`src/rtl/error_monitor_bank.sv`:
```
// Bank of sticky error latches read group-by-group, with clear-on-read,
// first-error capture and a saturating count of edges that bring new errors.
module error_monitor_bank #(
    parameter  int N_CH  = 26,
    parameter  int GRP   = 7,
    parameter  int CNT_W = 4,
    localparam int NG    = (N_CH + GRP - 1) / GRP,
    localparam int IDX_W = (N_CH > 1) ? $clog2(N_CH) : 1,
    localparam int SEL_W = (NG > 1) ? $clog2(NG) : 1
) (
    input  logic             SIM_CLK,
    input  logic             SIM_RST,
    input  logic             V1,
    input  logic [N_CH-1:0]  ERR_IN,
    input  logic [N_CH-1:0]  MASK,
    input  logic             RD_STB,
    input  logic [SEL_W-1:0] RD_SEL,
    input  logic             CLR_EN,
    input  logic             CNT_CLR,
    output logic [N_CH-1:0]  EM_N,
    output logic [NG-1:0]    EMRG,
    output logic [GRP-1:0]   RD_DATA,
    output logic             RD_VLD,
    output logic             FIRST_VLD,
    output logic [IDX_W-1:0] FIRST_IDX,
    output logic [CNT_W-1:0] ERR_CNT
);
    localparam int PAD_W = NG * GRP;
    localparam logic [CNT_W-1:0] CNT_MAX = '1;

    logic [N_CH-1:0]  l_q, l_d;
    logic [NG-1:0]    emrg_q, emrg_d;
    logic [GRP-1:0]   rd_data_q, rd_data_d;
    logic             rd_vld_q, rd_vld_d;
    logic             first_vld_q, first_vld_d;
    logic [IDX_W-1:0] first_idx_q, first_idx_d;
    logic [CNT_W-1:0] cnt_q, cnt_d;

    logic [N_CH-1:0]  set_v, clr_mask, base;
    logic [PAD_W-1:0] l_pad;
    logic             rd_ok, any_new;
    int               sel_i;

    always_comb begin
        set_v   = ERR_IN & ~MASK;
        rd_ok   = (int'(RD_SEL) < NG);
        sel_i   = rd_ok ? int'(RD_SEL) : 0;
        l_pad   = '0;
        l_pad[N_CH-1:0] = l_q;
        clr_mask = '0;
        for (int k = 0; k < N_CH; k++)
            if (V1 && RD_STB && CLR_EN && rd_ok && (k / GRP == sel_i))
                clr_mask[k] = 1'b1;
        base    = l_q & ~clr_mask;
        // a channel cleared and re-set on the same edge is not a new error
        any_new = |(set_v & ~l_q);

        l_d         = l_q;
        rd_data_d   = rd_data_q;
        rd_vld_d    = 1'b0;
        first_idx_d = first_idx_q;
        cnt_d       = cnt_q;
        if (V1) begin
            l_d = base | set_v;
            if (RD_STB) begin
                rd_vld_d  = 1'b1;
                rd_data_d = rd_ok ? l_pad[sel_i*GRP +: GRP] : '0;
            end
            // capture whenever the surviving bank is empty: covers both an idle
            // bank and one being cleared out on the same edge
            if (base == '0 && set_v != '0)
                for (int k = N_CH - 1; k >= 0; k--)
                    if (set_v[k]) first_idx_d = IDX_W'(k);
            if (CNT_CLR)
                cnt_d = CNT_W'(any_new);
            else if (any_new && cnt_q != CNT_MAX)
                cnt_d = cnt_q + 1'b1;
        end
        first_vld_d = |l_d;

        emrg_d = '0;
        for (int g = 0; g < NG; g++)
            for (int i = 0; i < GRP; i++)
                if (g * GRP + i < N_CH && l_d[g*GRP+i]) emrg_d[g] = 1'b1;
    end

    always_ff @(posedge SIM_CLK or negedge SIM_RST) begin
        if (!SIM_RST) begin
            l_q         <= '0;
            emrg_q      <= '0;
            rd_data_q   <= '0;
            rd_vld_q    <= 1'b0;
            first_vld_q <= 1'b0;
            first_idx_q <= '0;
            cnt_q       <= '0;
        end else begin
            l_q         <= l_d;
            emrg_q      <= emrg_d;
            rd_data_q   <= rd_data_d;
            rd_vld_q    <= rd_vld_d;
            first_vld_q <= first_vld_d;
            first_idx_q <= first_idx_d;
            cnt_q       <= cnt_d;
        end
    end

    assign EM_N      = ~l_q;
    assign EMRG      = emrg_q;
    assign RD_DATA   = rd_data_q;
    assign RD_VLD    = rd_vld_q;
    assign FIRST_VLD = first_vld_q;
    assign FIRST_IDX = first_idx_q;
    assign ERR_CNT   = cnt_q;
endmodule
```
`config.mk`:
```
export PLATFORM = sky130hd
export DESIGN_NAME = error_monitor_bank
export DESIGN_NICKNAME = d
export VERILOG_FILES = /design/src/rtl/error_monitor_bank.sv
export SDC_FILE = /design/constraint.sdc
export NUM_CORES = 1
export LEC_CHECK = 0
export CORE_ASPECT_RATIO = 1.75
export CORE_MARGIN = 3
export CORE_UTILIZATION = 30
export CTS_BUF_LIST = sky130_fd_sc_hd__clkbuf_4
export DETAILED_ROUTE_END_ITERATION = 8
export RECOVER_POWER = 100
export SETUP_SLACK_MARGIN = 0.3
export SLEW_MARGIN = 25
export SYNTH_ARGS = -nofsm -noshare
export SYNTH_HDL_FRONTEND = slang
export SYNTH_SLANG_ARGS = --single-unit
```
`constraint.sdc`:
```
create_clock -name SIM_CLK -period 2.65 [get_ports SIM_CLK]
set_clock_uncertainty 0.15 [all_clocks]
set_input_delay 0.795 -clock SIM_CLK [delete_from_list [all_inputs] [get_ports SIM_CLK]]
set_output_delay 0.795 -clock SIM_CLK [all_outputs]
set_load 0.1 [all_outputs]
```
==> results of run 1 <==
## worst max-delay path by stage
stage / from / to / slack [ns] / cells past startpoint
6_report: ERR_IN[21] / ERR_CNT[3]$_DFFE_PN0P_ / 0.20 / 7
5_1_grt: l_q[2]$_DFF_PN0_ / EM_N[2] / 0.15 / 2
2_1_floorplan: ERR_IN[11] / ERR_CNT[3]$_DFFE_PN0P_ / 0.13 / 7
4_1_cts: ERR_IN[19] / ERR_CNT[3]$_DFFE_PN0P_ / 0.28 / 7
3_5_place_dp: ERR_IN[22] / ERR_CNT[3]$_DFFE_PN0P_ / -0.58 / 7
3_3_place_gp: ERR_IN[22] / ERR_CNT[3]$_DFFE_PN0P_ / -0.57 / 7
## critical path, stage by stage
cell and delay (ns):
dlygate4sd2_1 0.23, nor2b_4 0.15, a2111oi_4 0.31, nand4_1 0.14, or4_1 0.59, and3_4 0.24
o22a_1 0.15
## stage by stage
| stage | instances | area [um^2] | worst slack [ns] | utilization | setup TNS, ns |
|---|---|---|---|---|---|
| detailed placement | 580 | 4620 | -0.577 | 0.501 | -5.35 |
| global route | 617 | 5110 | 0.154 | 0.555 | 0 |
| finish | 618 | 5110 | 0.202 | 0.555 | 0 |
| global placement | 580 | 4620 | -0.568 | 0.501 | -5.30 |
| CTS | 608 | 5170 | 0.275 | 0.562 | 0 |
| floorplan | 304 | 3020 | 0.128 | - | 0 |
## where the power goes
part | total [mW] | internal [mW] | switching [mW]
combinational | 1.62 | 0.452 | 1.17
sequential | 0.954 | 0.831 | 0.122
clock | 0.363 | 0.123 | 0.240
total | 2.94 | 1.41 | 1.54
## placed cells by master, fill, tap and decap left out, types with 3 or more instances in the layout
cell type | netlist | layout
clkdlybuf4s50_1 | 0 | 3
nand2b_1 | 6 | 4
nor2_1 | 19 | 16
clkbuf_2 | 0 | 50
mux2_2 | 5 | 4
clkbuf_1 | 3 | 4
dlygate4sd2_1 | 0 | 27
nand4_1 | 4 | 4
nor2b_4 | 1 | 14
a2111oi_4 | 1 | 3
nand3_2 | 0 | 3
dfrtp_1 | 48 | 48
buf_2 | 3 | 5
nor2b_1 | 24 | 10
inv_1 | 35 | 31
mux4_2 | 5 | 5
nor3_1 | 4 | 3
a22oi_2 | 0 | 3
nand2_1 | 20 | 19
a2111oi_2 | 0 | 3
nor3b_4 | 0 | 12
a31oi_1 | 3 | 3
clkdlybuf4s15_1 | 0 | 15
nor4_4 | 0 | 6
buf_6 | 0 | 8
buf_4 | 1 | 67
buf_12 | 0 | 4
dlymetal6s2s_1 | 0 | 4
nand3_1 | 11 | 8
o21ai_0 | 15 | 13
a22o_1 | 20 | 20
clkbuf_4 | 0 | 13
nor2b_2 | 2 | 3
a21oi_1 | 5 | 4
## registers in the layout, indices dropped and copies added (netlist names)
signal / flops
FIRST_IDX: 5
l_q: 26
ERR_CNT: 4
FIRST_VLD: 1
RD_VLD: 1
RD_DATA: 7
EMRG: 4
## routing by layer
layer | share of wire | vias to the layer above | track usage
li1 | - | 1504 | -
met5 | 0 | - | 0
met1 | 0.34 | 1586 | 0.242
met2 | 0.56 | 133 | 0.420
met4 | 0.040 | 0 | 0.0921
met3 | 0.060 | 36 | 0.0332
## synthesized netlist by cell type (2+ instances only)
library cell  number  area share
o221ai_1           2      0.0061
nor3b_1           12       0.031
or4_1              3      0.0078
o32ai_1            2      0.0061
a22oi_1            5       0.013
nor2_1            19       0.025
a31oi_1            3      0.0065
inv_1             35       0.045
a22o_1            20       0.061
nand3_1           11       0.019
o41ai_1            5       0.015
o31ai_1            2      0.0052
nand4_1            4      0.0087
a2111oi_0          5       0.015
buf_2              3      0.0052
mux2_2             5       0.019
mux2i_1            2      0.0069
or2_2              2      0.0043
nor3_1             4      0.0069
nand2b_1           6       0.013
nor2b_1           24       0.052
and3_1             2      0.0043
nor2b_2            2      0.0061
o211ai_1           2      0.0052
clkbuf_1           3      0.0039
o21ai_0           15       0.026
dfrtp_1           48        0.42
mux4_2             5       0.039
nor4_1             5       0.011
a21oi_1            5      0.0087
nand2_1           20       0.026
## cell families (layout without fill, tap and decap cells)
logic type	count (synthesis)	after routing	share of synthesized area
flip-flops	48	48	0.415
adder cells (fa/ha/maj)	1	1	0.00433
AND/OR/NAND/NOR	123	123	0.248
other	0	1	0
buffers and inverters	44	237	0.0601
multiplexers	12	12	0.0653
AO/OA/AOI/OAI	76	76	0.207
## final cells by class
class,count,share of cell area
clock buffers,7,0.0103
flip-flops and latches,48,0.235
diodes,1,0.000490
clock inverters,1,0.000734
well taps,120,0.0294
inverters,36,0.0294
repair buffers,193,0.289
multi-input cells,212,0.406
## timing repair
item	4_1_cts	5_1_grt
pin swaps	33	33
buffers inserted	20	9
gates cloned	0	0
gates resized for setup	156	44
setup endpoints to repair	12	8
==> summary.md, run 1 <==
| Metric | Value |
|---|---|
| Synth Instances | 304 |
| Antenna violations before repair | 0 |
| Hold Crit Class | flip-flop to flip-flop |
| Worst Hold Launch | RD_DATA[4]$_DFFE_PN0P_ |
| TritonCTS Buffers | 5 |
| YS warnings | 0 |
| Synth Cell Area | 0.00289 mm^2 |
| Starting DRT DRC Count | 293 |
| # H-tree levels | 2 |
| Setup crit start kind | input pin |
| Crit Path Max Fanout | 7 |
| ANT nets after route | 0 |
| First-pass GRT wire length | 18,300 um |
| HPWL after detailed placement | 9260 um |
| CTS sink cnt | 48 |
| WP data arrival | 2.59 ns |
| Number of global-route vias before repair | 3,491 |
| Global placement routability congestion | 0.942 |
| # DRC | 0 |
| Total GRT Usage | 0.223 |
| Initial Utilization | 0.314 |
| Post-synthesis net count | 365 |
| Endpoint class of the critical path | flip-flop |
| Share of layout cells above drive strength 1 | 0.473 |
| Port Buf Inserts | 107 |
| Min Tclk post-route | 2.45 ns |
| Leak pwr | 2.43 nW |
| Ys flop type | dfrtp_1 |
| Final Max Tran Viols | 0 |
| CTS tree | yes |
| Area growth, synth to finish | 76.8% |
| Site Rows | 46 |
| 1st-pass router iterations | 4 |
| Pwr Density | 575 mW/mm^2 |
| Num ports | 108 |
| CTS Buffer Depth | 2 |
| Pwr Total | 2.94 mW |
| DIE WIDTH | 80.2 um |
| Core ar. | 0.00921 mm^2 |
| Die height | 136 um |
| Hold Path End | RD_DATA[4]$_DFFE_PN0P_ |
| Synth async-reset ratio | 1.00 |
| FF+latch count, synth | 48 |
| Max VDD drop | 0.443 mV |
| Req. time, crit path | 2.79 ns |
| Routed Wire Length | 12,100 um |
| Netlist cell types | 54 |
| Via density | 5.27 |
| Final setup fails | 0 |
| FF-to-FF path depth | 6 |
| Slew @ Worst Pin | 1.22 ns |
| Hold_ws | 0.346 ns |
| Die area | 0.0109 mm^2 |
| Mapped Avg Cell Area | 9.51 um^2 |
| Nets | 557 |
| FF-to-FF Start | l_q[0]$_DFF_PN0_ |
| Wire length per cell | 19.6 um |
| Largest net degree at the start of global routing | 49 |
| Post-synthesis sequential area ratio | 0.415 |
| Max Cap Viol | 0 |
| FF+latch area | 0.00120 mm^2 |
| Footprint of the multi-input gates | 0.00208 mm^2 |
| Fin. Hold Viols | 0 |
| Clk slew on worst S/H paths | 0.14 ns |
| Routed vias | 3,259 |
| Clock root buffer | clkbuf_4 |
| RSZ-0062 raised after global routing | true |
| Reg2Reg Capture Point | ERR_CNT[3]$_DFFE_PN0P_ |
| Relative slew margins | 0.186 |
| Grt ovf | 0 |
| Status | finished clean |
| Crit path kind | input pin to flip-flop |
| Ratio of final minimum period to clock period | 0.924 |
| # hold bufs at CTS | 0 |
| F_max | 408 MHz |
| Reg-to-reg setup timing slack | 0.33 ns |
| Fill cells | 860 |
| Min-Delay Path Depth | 2 |
| Post-synth EDFFs | 0 |
| Worst-Skew Late Latency | 0.39 ns |
Note: power is estimated with default switching activity, not from simulation.
==> run 2: changes to the inputs <==
--- a/config.mk
+++ b/config.mk
@@ -12,5 +12,5 @@
 export DETAILED_ROUTE_END_ITERATION = 8
+export GPL_ROUTABILITY_DRIVEN = 0
 export RECOVER_POWER = 100
 export SETUP_SLACK_MARGIN = 0.3
-export SLEW_MARGIN = 25
 export SYNTH_ARGS = -nofsm -noshare
==> constraint.sdc (replaced) <==
create_clock -name SIM_CLK -period 2.65 [get_ports SIM_CLK]
set_clock_uncertainty 0.15 [all_clocks]
set_input_delay 0.53 -clock SIM_CLK [delete_from_list [all_inputs] [get_ports SIM_CLK]]
set_output_delay 0.53 -clock SIM_CLK [all_outputs]
set_load 0.1 [all_outputs]
==> run 2 against run 1 <==
Combinational power shrank 4%. Core utilization shrank 3.9 points. Via count shrank 3.1%. Clock power grew 2%. Critical path type unchanged. Largest cell class unchanged. Highest routed layer unchanged.
==> summary.md, run 2 (synthesized netlist as in run 1, its figures left out) <==
| Metric | Value |
|---|---|
| Status | finished clean (unchanged) |
| Crit Path Max Fanout | 7 (unchanged) |
| Port Buf Inserts | 107 (unchanged) |
| Setup TNS | 0 ns (unchanged) |
| Die area | 0.0109 mm^2 (unchanged) |
| Min Tclk post-route | 2.44 ns (was 2.45 ns) |
| F_max | 409 MHz (was 408 MHz) |
| Site Rows | 46 (unchanged) |
| TritonCTS Buffers | 5 (unchanged) |
| HPWL after detailed placement | 9170 um (was 9260 um) |
| CTS Buffer Depth | 2 (unchanged) |
| Fin area | 0.00475 mm^2 (was 0.00511 mm^2) |
| Most frequent cells in the layout | buf_4, dfrtp_1, clkbuf_2 (was buf_4, clkbuf_2, dfrtp_1) |
| Wire length per cell | 18.7 um (was 19.6 um) |
| Hold Crit Class | flip-flop to flip-flop (unchanged) |
| Max VDD drop | 0.391 mV (was 0.443 mV) |
| Die height | 136 um (unchanged) |
| # DRC | 0 (unchanged) |
| CTS tree | yes (unchanged) |
| Starting DRT DRC Count | 151 (was 293) |
| Grt ovf | 0 (unchanged) |
| Area growth, synth to finish | 64.3% (was 76.8%) |
| Setup crit start kind | input pin (unchanged) |
| Num ports | 108 (unchanged) |
| Worst-Skew Late Latency | 0.40 ns (was 0.39 ns) |
| Core ar. | 0.00921 mm^2 (unchanged) |
| Total GRT Usage | 0.210 (was 0.223) |
| Switching Fraction | 0.522 (about the same) |
| First-pass GRT wire length | 17,100 um (was 18,300 um) |
| DIE WIDTH | 80.2 um (unchanged) |
| Pre-CTS WS | -0.409 ns (was -0.577 ns) |
| Final Util | 0.516 (was 0.555) |
| Final setup fails | 0 (unchanged) |
| Routed vias | 3,158 (was 3,259) |
| Endpoint class of the critical path | flip-flop (unchanged) |
| Pwr Density | 602 mW/mm^2 (was 575 mW/mm^2) |
| Number of global-route vias before repair | 3,193 (was 3,491) |
| Clock root buffer | clkbuf_4 (unchanged) |
| Max reg flops | 26 (unchanged) |
| Slew @ Worst Pin | 1.21 ns (was 1.22 ns) |
| Sequential power share | 0.329 (was 0.324) |
| Routed Wire Length | 11,300 um (was 12,100 um) |
| Clock power share | 0.130 (was 0.123) |
| Relative slew margins | 0.196 (was 0.186) |
| Ratio of final minimum period to clock period | 0.922 (was 0.924) |
| Largest Register | l_q (unchanged) |
| Reported net switching power | 1.49 mW (was 1.54 mW) |
| Antenna violations before repair | 1 (was 0) |
| Pwr Total | 2.86 mW (was 2.94 mW) |
| Max Cap Viol | 0 (unchanged) |
| Largest net degree at the start of global routing | 30 (was 49) |
| Setup ws final | 0.207 ns (was 0.202 ns) |
| Clk slew on worst S/H paths | 0.16 ns (was 0.14 ns) |
| Most common cell after layout, fill and taps aside | buf_4 (unchanged) |
| Proportion of power drawn by combinational gates | 0.541 (was 0.552) |
| Dpl cell area | 0.00447 mm^2 (was 0.00462 mm^2) |
| 1st-pass router iterations | 5 (was 4) |
| Hold_ws | 0.345 ns (was 0.346 ns) |
| Fin. Hold Viols | 0 (unchanged) |
| Via density | 5.22 (was 5.27) |
| Crit path kind | input pin to flip-flop (unchanged) |
| Post-Layout Cell Count | 605 (was 618) |
| RSZ-0062 raised after global routing | false (was true) |
| Placed insts | 589 (was 580) |
| WP data arrival | 2.61 ns (was 2.59 ns) |
| # H-tree levels | 2 (unchanged) |
| Final Max Tran Viols | 0 (unchanged) |
| Share of layout cells above drive strength 1 | 0.360 (was 0.473) |
| Leak pwr | 2.17 nW (was 2.43 nW) |
| CTS sink cnt | 48 (unchanged) |
| ANT nets after route | 0 (unchanged) |
| Req. time, crit path | 2.81 ns (was 2.79 ns) |
| P_int | 1.37 mW (was 1.41 mW) |
| Initial Utilization | 0.314 (unchanged) |
| Nets | 544 (was 557) |
==> run 2: cell types whose count changed in the layout (fill, tap and decap cells not counted), moves of 5 or more <==
cell             change
nor3b_4              -7
nor3b_1              +7
clkdlybuf4s15_1     -15
clkbuf_2            -10
nor2b_4              -9
buf_6                -6
buf_2                -5
nor2b_1              +5
dlygate4sd2_1       -12
clkdlybuf4s50_1     +36
buf_4                -9
clkbuf_1            +10
==> run 2: final cells by class <==
type                    instances  area (um^2)
inverters                      36          151
diodes                          1         2.50
well taps                     120          150
flip-flops and latches         48         1200
repair buffers                180         1360
multi-input cells             212         1830
fillers                       906         4460
clock inverters                 1         3.75
clock buffers                   7         52.6
==> run 2: power by group through the flow <==
stage	logic [mW]	clock network, mW	registers, mW
after floorplan	0.757	0	1.25
after global placement	1.54	0	0.949
after detailed placement	1.55	0	0.953
after CTS	1.58	0.378	0.944
after global routing	1.61	0.414	0.957
final	1.55	0.372	0.942
==> run 2: worst paths after layout <==
path                       cells past startpoint                endpoint  slack (ns)              startpoint
min in group asynchronous                      2  ERR_CNT[1]$_DFFE_PN0P_        0.73                 SIM_RST
setup / recovery                               7  ERR_CNT[3]$_DFFE_PN0P_        0.21              ERR_IN[11]
hold / removal                                 2  RD_DATA[5]$_DFFE_PN0P_        0.35  RD_DATA[5]$_DFFE_PN0P_
max in group asynchronous                      3       EMRG[3]$_DFF_PN0_        0.85                 SIM_RST
setup reg to reg                               6  ERR_CNT[3]$_DFFE_PN0P_        0.28        l_q[8]$_DFF_PN0_
hold reg to reg                                2  RD_DATA[5]$_DFFE_PN0P_        0.35  RD_DATA[5]$_DFFE_PN0P_
==> run 2: routing by layer <==
layer | global-route usage | part of all wire | vias to the layer above | wire length, um
met5 | 0 | 0 | - | 0
met4 | 0.103 | 0.039 | 0 | 444
met3 | 0.0405 | 0.056 | 30 | 639
met2 | 0.387 | 0.56 | 128 | 6290
met1 | 0.223 | 0.35 | 1521 | 3960
li1 | - | - | 1479 | -
==> run 2: repair_timing <==
action	CTS	global route
endpoints found under the hold margin	19	0
hold buffers	1	0
resized for setup	48	39
buffers inserted	1	5
setup endpoints to repair	10	10
pin swaps	11	19
==> run 2: worst max-delay path: stages <==
cell and delay [ns]:
clkdlybuf4s50_1 0.41, nor3b_1 0.16, a2111oi_4 0.26, nand3_1 0.12
or4_1 0.70, and3_2 0.28, o22a_1 0.14
==> run 3: changes to the inputs <==
GPL_ROUTABILITY_DRIVEN = 1   (was 0)
TNS_END_PERCENT = 30   (was unset)
==> run 3 against run 2 <==
The flow now finishes with violations (max-capacitance violations, max-slew violations). Total power up 0.49%. Via count fell by 0.35%. Highest routed layer unchanged. Worst setup slack better by 0.023 ns. Critical endpoint is now FIRST_VLD$_DFF_PN0_. Count of clock-buffer cells in the layout shrank 1. Die area did not move. Sequential power hardly changed. Sequential share of layout area fell by 0.11 points. First-iteration DRC count shrank 1.3%. Clock power is essentially flat. Combinational power hardly changed. Critical path depth is 2 higher.
==> summary.md, run 3 (synthesized netlist as in run 1, its figures left out) <==
| Metric | Value |
|---|---|
| Status | complete, but fails checks (was finished clean) |
| Failing checks | max-capacitance violations, max-slew violations |
| Max reg flops | 26 (unchanged) |
| Port Buf Inserts | 107 (unchanged) |
| Hold_ws | 0.346 ns (was 0.345 ns) |
| Crit path kind | input pin to flip-flop (unchanged) |
| Ratio of final minimum period to clock period | 0.913 (was 0.922) |
| F_max | 413 MHz (was 409 MHz) |
| Routed vias | 3,147 (was 3,158) |
| # hold bufs at CTS | 0 (was 1) |
| Die area | 0.0109 mm^2 (unchanged) |
| CTS tree | yes (unchanged) |
| Relative slew margins | -0.0905 (was 0.196) |
| CTS sink cnt | 48 (unchanged) |
| HPWL after detailed placement | 9370 um (was 9170 um) |
| Site Rows | 46 (unchanged) |
| Reported net switching power | 1.51 mW (was 1.49 mW) |
| Hold Crit Class | flip-flop to flip-flop (unchanged) |
| Crit Path Max Fanout | 6 (was 7) |
| Core ar. | 0.00921 mm^2 (unchanged) |
| Clock root buffer | clkbuf_4 (unchanged) |
| Fin. Hold Viols | 0 (unchanged) |
| Global placement routability congestion | 0.953 |
| Min Tclk post-route | 2.42 ns (was 2.44 ns) |
| 1st-pass router iterations | 4 (was 5) |
| Area growth, synth to finish | 65.0% (was 64.3%) |
| Share of layout cells above drive strength 1 | 0.366 (was 0.360) |
| Routed Wire Length | 11,700 um (was 11,300 um) |
| Worst-Skew Late Latency | 0.39 ns (was 0.40 ns) |
| RSZ-0062 raised after global routing | true (was false) |
| Switching Fraction | 0.527 (was 0.522) |
| Final setup fails | 0 (unchanged) |
| Clk slew on worst S/H paths | 0.15 ns (was 0.16 ns) |
| Req. time, crit path | 2.77 ns (was 2.81 ns) |
| Max Cap Viol | 1 (was 0) |
| TritonCTS Buffers | 5 (unchanged) |
| Largest net degree at the start of global routing | 26 (was 30) |
| Via density | 5.21 (was 5.22) |
| Final Max Tran Viols | 26 (was 0) |
| Number of global-route vias before repair | 3,396 (was 3,193) |
| Initial Utilization | 0.314 (unchanged) |
| CTS Buffer Depth | 2 (unchanged) |
| Pwr Density | 603 mW/mm^2 (was 602 mW/mm^2) |
| Starting DRT DRC Count | 149 (was 151) |
| Proportion of power drawn by combinational gates | 0.545 (was 0.541) |
| Pwr Total | 2.88 mW (was 2.86 mW) |
| Clock power share | 0.129 (was 0.130) |
| Largest Register | l_q (unchanged) |
| # H-tree levels | 2 (unchanged) |
| Antenna violations before repair | 1 (unchanged) |
| Grt ovf | 0 (unchanged) |
| Num ports | 108 (unchanged) |
| Wire length per cell | 19.4 um (was 18.7 um) |
| Leak pwr | 2.21 nW (was 2.17 nW) |
| Total GRT Usage | 0.218 (was 0.210) |
| Max VDD drop | 0.465 mV (was 0.391 mV) |
| Endpoint class of the critical path | flip-flop (unchanged) |
| Most frequent cells in the layout | buf_4, dfrtp_1, clkdlybuf4s50_1 (was buf_4, dfrtp_1, clkbuf_2) |
| First-pass GRT wire length | 17,900 um (was 17,100 um) |
| Setup crit start kind | input pin (unchanged) |
| Slew @ Worst Pin | 1.64 ns (was 1.21 ns) |
| Nets | 543 (was 544) |
| # DRC | 0 (unchanged) |
| WP data arrival | 2.54 ns (was 2.61 ns) |
| P_int | 1.36 mW (was 1.37 mW) |
| Die height | 136 um (unchanged) |
| Post-Layout Cell Count | 604 (was 605) |
| Most common cell after layout, fill and taps aside | buf_4 (unchanged) |
| ANT nets after route | 0 (unchanged) |
| DIE WIDTH | 80.2 um (unchanged) |
| Sequential power share | 0.327 (was 0.329) |
| Placed insts | 590 (was 589) |
==> run 3: critical path, stage by stage <==
cell and delay (ns):
dlygate4sd3_1 0.58, buf_6 0.14, nor2_1 0.09, nand3_1 0.09, buf_4 0.18, a22o_1 0.25
nor2_1 0.11, nand3_1 0.14, or4_1 0.43
==> run 3: power groups by stage <==
stage / clock [mW] / combinational, mW / sequential, mW
2_1_floorplan: 0 / 0.757 / 1.25
3_3_place_gp: 0 / 1.55 / 0.943
3_5_place_dp: 0 / 1.56 / 0.946
4_1_cts: 0.377 / 1.59 / 0.936
5_1_grt: 0.410 / 1.63 / 0.956
6_report: 0.370 / 1.57 / 0.939
==> run 3: final timing paths <==
| path | startpoint | to | slack (ns) | cells after the start |
|---|---|---|---|---|
| worst max register to register | l_q[9]$_DFF_PN0_ | ERR_CNT[3]$_DFFE_PN0P_ | 0.32 | 7 |
| worst min register to register | RD_DATA[5]$_DFFE_PN0P_ | RD_DATA[5]$_DFFE_PN0P_ | 0.35 | 2 |
| min in group asynchronous | SIM_RST | ERR_CNT[2]$_DFFE_PN0P_ | 0.37 | 1 |
| max in group asynchronous | SIM_RST | RD_DATA[0]$_DFFE_PN0P_ | 0.64 | 2 |
| worst max-delay path | RD_SEL[1] | FIRST_VLD$_DFF_PN0_ | 0.23 | 9 |
| worst min-delay path | RD_DATA[5]$_DFFE_PN0P_ | RD_DATA[5]$_DFFE_PN0P_ | 0.35 | 2 |
==> run 3: stage by stage <==
stage | setup TNS, ns | setup WS, ns | utilization | cell area [um^2]
2_1_floorplan | 0 | 0.139 | - | 2910
3_3_place_gp | -2.86 | -0.364 | 0.485 | 4470
3_5_place_dp | -3.63 | -0.504 | 0.485 | 4470
4_1_cts | 0 | 0.283 | 0.505 | 4650
5_1_grt | 0 | 0.149 | 0.518 | 4770
6_report | 0 | 0.230 | 0.518 | 4770
==> run 3: area by class of cell <==
cell class,instances,area (um^2)
Inverter,36,151
Clock buffer,6,45.0
Clock inverter,2,11.3
Multi-Input combinational cell,212,1860
Fill cell,912,4440
Antenna cell,1,2.50
Timing Repair Buffer,179,1350
Tap cell,120,150
Sequential cell,48,1200
==> run 3: per-layer routing <==
metal	up-vias	wire, um	global-route usage
met5	-	0	0
met4	0	512	0.112
met3	34	573	0.0318
met2	120	6460	0.401
met1	1523	4150	0.236
li1	1470	-	-
==> run 3: repair_timing <==
item | CTS | global route
gates resized for setup | 39 | 60
pin swaps | 8 | 19
setup endpoints to repair | 10 | 10
setup buffers | 1 | 4
